==> config.mk <==
export PLATFORM = sky130hd
export DESIGN_NAME = decoder_n_seq
export DESIGN_NICKNAME = d
export VERILOG_FILES = /design/src/rtl/decoder_n_seq.sv
export SDC_FILE = /design/constraint.sdc
export NUM_CORES = 1
export LEC_CHECK = 0
export ABC_AREA = 1
export BUFFER_PORTS_ARGS = -buffer_cell sky130_fd_sc_hd__buf_4
export CORE_MARGIN = 5
export CORE_UTILIZATION = 35
export CTS_CLUSTER_DIAMETER = 80
export DETAILED_ROUTE_END_ITERATION = 8
export HOLD_SLACK_MARGIN = 0.12
export PLACE_DENSITY = 0.54
export SYNTH_ARGS = -nofsm -noshare
export SYNTH_HDL_FRONTEND = slang
export SYNTH_SLANG_ARGS = --single-unit
==> constraint.sdc <==
create_clock -name clk -period 1.82 [get_ports clk]
set_input_delay 0 -clock clk [delete_from_list [all_inputs] [get_ports clk]]
set_output_delay 0 -clock clk [all_outputs]
set_load 0.1 [all_outputs]
==> src/rtl/decoder_n_seq.sv <==
// Registered N-to-2^N one-hot decoder with hold register and auto-scan sequencer.
// Define DECODER_ACTIVE_LOW_EN for one-cold (inverted) output polarity.
module decoder_n_seq #(
    parameter int SEL_W = 2,
    parameter int CNT_W = 8,
    localparam int OUT_W = 2 ** SEL_W
) (
    input  logic             clk,
    input  logic             rst_n,
    input  logic             en,
    input  logic [SEL_W-1:0] sel_in,
    input  logic             load,
    input  logic             start,
    input  logic             stop,
    input  logic [CNT_W-1:0] dwell,
    output logic [OUT_W-1:0] out,
    output logic [SEL_W-1:0] cur_sel,
    output logic             busy,
    output logic             wrap
);

    localparam logic [1:0] S_IDLE = 2'd0;
    localparam logic [1:0] S_HOLD = 2'd1;
    localparam logic [1:0] S_SCAN = 2'd2;

`ifdef DECODER_ACTIVE_LOW_EN
    localparam logic [OUT_W-1:0] OUT_POL = '1;
`else
    localparam logic [OUT_W-1:0] OUT_POL = '0;
`endif

    logic [1:0]       r_state, w_state_n;
    logic [SEL_W-1:0] r_sel, w_sel_n;
    logic [CNT_W-1:0] r_cnt, w_cnt_n;
    logic [CNT_W-1:0] r_dwell, w_dwell_n;
    logic             w_wrap_n;
    logic [OUT_W-1:0] w_out_n;
    logic [OUT_W-1:0] r_out;
    logic             r_busy;
    logic             r_wrap;

    // Priority chain: !en > stop > load > start > scan advance.
    always_comb begin
        w_state_n = r_state;
        w_sel_n   = r_sel;
        w_cnt_n   = r_cnt;
        w_dwell_n = r_dwell;
        w_wrap_n  = 1'b0;
        if (!en) begin
            w_state_n = S_IDLE;
            w_sel_n   = '0;
            w_cnt_n   = '0;
        end else if (stop) begin
            if (r_state == S_SCAN) begin
                w_state_n = S_HOLD;
                w_cnt_n   = '0;
            end
        end else if (load) begin
            w_sel_n = sel_in;
            w_cnt_n = '0;
            if (r_state == S_IDLE) begin
                w_state_n = S_HOLD;
            end
        end else if (start) begin
            w_state_n = S_SCAN;
            w_sel_n   = sel_in;
            w_dwell_n = dwell;
            w_cnt_n   = '0;
        end else if (r_state == S_SCAN) begin
            if (r_cnt == r_dwell) begin
                w_cnt_n  = '0;
                w_sel_n  = r_sel + SEL_W'(1);
                w_wrap_n = (r_sel == '1);
            end else begin
                w_cnt_n = r_cnt + CNT_W'(1);
            end
        end
    end

    // Outputs are registered from next-state values so every change lands one cycle after its cause.
    always_comb begin
        w_out_n = '0;
        if (w_state_n != S_IDLE) begin
            w_out_n = OUT_W'(1) << w_sel_n;
        end
    end

    always_ff @(posedge clk or negedge rst_n) begin
        if (!rst_n) begin
            r_state <= S_IDLE;
            r_sel   <= '0;
            r_cnt   <= '0;
            r_dwell <= '0;
            r_out   <= OUT_POL;
            r_busy  <= 1'b0;
            r_wrap  <= 1'b0;
        end else begin
            r_state <= w_state_n;
            r_sel   <= w_sel_n;
            r_cnt   <= w_cnt_n;
            r_dwell <= w_dwell_n;
            r_out   <= w_out_n ^ OUT_POL;
            r_busy  <= (w_state_n == S_SCAN);
            r_wrap  <= w_wrap_n;
        end
    end

    assign out     = r_out;
    assign cur_sel = r_sel;
    assign busy    = r_busy;
    assign wrap    = r_wrap;

endmodule

==> reports/metrics.cfg <==
[yosys]
seq_area_frac_synth = 0.477
ys_warn_count = 0
ys_types = 26
synth_fp_nets = 184
ys_ff_latch = 26
synth_area_um2 = 1360
syn_avg_cell_area_um2 = 8.22
syn_inst = 166

[cells_and_area]
nets = 222
multiInputGateArea_um2 = 596
register_area_um2 = 652
syn_to_final_growth_pct = 29.4
insertedDiodeCount = 0
drive_above_1_share = 0.256
final_cell_mix = nand2_1 (33), dfrtp_1 (25), buf_4 (23)
final_common_cell = nand2_1
fin_cells = 251
fin_area_um2 = 1760
fill_cells = 366

[sta]
period_needed_ns = 1.59
finClkSkew_ns = 0.00269
final_hold_viol_count = 0
relSlewSlack = 0.670
rsz0062_at_grt = no
finalCritPeriodShare = 0.873
tightest_slew_ns = 0.494
drv_slew = 0
tns_ns = 0
finalSetupViolCount = 0
fmax_mhz = 629

[power]
power.switching_mw = 0.398
p_int_mw = 0.935
powerDensity_nw_per_um2 = 755
clkPwrFrac = 0.275
seq_power_share = 0.491
p_sw_frac = 0.298
pwr-share-comb = 0.234
max-vdd-ir-drop_uv = 373
p_leak_nw = 0.892
total_power_mw = 1.33

[die]
die_y_um = 72.4
start_util = 0.367
num_rows = 22
io_pins = 24
design.core.area_um2 = 3720
dieWidth_um = 72.4
dieArea_um2 = 5240

[min_path]
whs_path_depth = 6
worstHoldPathType = input pin to flip-flop
hold_start = start
min_to = cur_sel[1]

[setup_path]
end_kind = flip-flop
r2r_slack_ns = 0.30
path_class = input pin to flip-flop
timing.rr.start = r_cnt[1]
required_ns = 2.02
cp_max_fo = 14
r2r_end = out[2]
r2r_cells = 11
critPathLaunchType = input pin
crit_arrival_ns = 1.79

[cts]
root_buffer = clkbuf_8
htree_levels = 1
cts_tree = done
cts_buffer_depth = 2
clkTransAtPathRegs_ns = 0.09
cts_buffers = 3
insertion_delay_ns = 0.27
cts.sinks = 26

[route]
routed_via_density = 4.45
dr.first_iter.drc_count = 49
wl_per_cell_um = 11.1
wirelength_mm = 2.79
drc = 0
drt-pass1-iter-count = 4
drtAntennaViolNets = 0
vias = 1116

[run]
maxCapViolCount = 0

[global_routing]
first_global_vias = 1103
grt_max_degree = 27
grtUsageTotal = 0.112
overflow = 0
antenna_found_initial = 0
grt_pass1_wl_mm = 4.64

[place]
gp_congestion = 0.798
dp_hpwl_mm = 2.10
dp_cells = 235
portBuffers = 23
placed_area_um2 = 1590

[status]
status = completed

[Yosys cell counts, drive strengths merged]
cell type	number	area, um2
mux2	3	33.8
a21oi	15	78.8
clkbuf	1	3.75
nand2	39	166
o221ai	1	8.76
nand4	1	6.26
o21ai	4	20.0
nor2	23	111
nor3	4	20.0
buf	1	5.00
nand3	10	72.6
o22ai	2	12.5
or2	1	6.26
o21a	1	7.51
xnor2	3	26.3
dfrtp	26	651
inv	29	109
ha	2	25.0
[stage by stage]
stage,utilization,hold slack [ns],setup slack [ns]
floorplan,-,-0.296,0.00354
global route,0.475,0.180,0.103
CTS,0.475,0.145,0.244
finish,0.475,0.154,0.230
global placement,0.428,-0.0711,0.356
detailed placement,0.428,-0.0712,0.317
[layer usage]
metal | track usage | vias to the layer above | share of wire
li1 | - | 593 | -
met1 | 0.144 | 492 | 0.49
met2 | 0.190 | 27 | 0.45
met3 | 0.00831 | 4 | 0.038
met4 | 0.0553 | 0 | 0.022
met5 | 0 | - | 0
[final cells by class]
cell class,instances,area share
Sequential cell,26,0.370
Multi-Input combinational cell,109,0.338
Timing Repair Buffer,35,0.166
Inverter,29,0.0617
Tap cell,48,0.0340
Clock buffer,4,0.0312
[worst max-delay path by stage]
stage,end,depth (start not counted),slack (ns),start
6_report,out[2],9,0.23,stop
5_1_grt,out[2],9,0.10,stop
4_1_cts,out[2],9,0.24,stop
3_5_place_dp,out[0],11,0.32,r_cnt[0]
3_3_place_gp,out[0],11,0.36,r_cnt[0]
2_1_floorplan,out[1],8,0.004,cur_sel[1]
[power groups by stage]
| stage | registers, mW | clock network [mW] | logic (mW) |
|---|---|---|---|
| 3_5_place_dp | 0.666 | 0 | 0.294 |
| 4_1_cts | 0.654 | 0.383 | 0.315 |
| 6_report | 0.654 | 0.367 | 0.311 |
| 5_1_grt | 0.660 | 0.404 | 0.342 |
| 2_1_floorplan | 0.722 | 0 | 0.151 |
| 3_3_place_gp | 0.665 | 0 | 0.290 |
[sequential cells by signal, indices dropped and copies added (netlist names)]
register  cells
r_cnt         8
r_dwell       8
out           4
cur_sel       2
r_state       2
busy          1
wrap          1
[worst max-delay path: stages]
cell and delay [ns]:
dlygate4sd3_1 0.53, buf_4 0.17, nor3_1 0.16, nand2_1 0.32, nand2_1 0.20, inv_1 0.07
nand2_1 0.09, nand3_1 0.12, nor2_1 0.13
[cells by family (layout without fill, tap and decap cells)]
logic type,Yosys count,after routing,synth area share
compound gates,23,23,0.0936
xor+xnor,3,3,0.0193
fa+ha+maj,2,2,0.0183
buf+inv,31,68,0.0862
flops,26,26,0.477
mux,3,3,0.0248
simple gates,78,78,0.281
[repair_timing]
action / 4_1_cts / 5_1_grt
gates resized for setup: 0 / 0
hold buffers: 12 / 0
buffers inserted: 0 / 0
endpoints found under the hold margin: 39 / 0
Note: power is estimated with default switching activity, not from simulation.
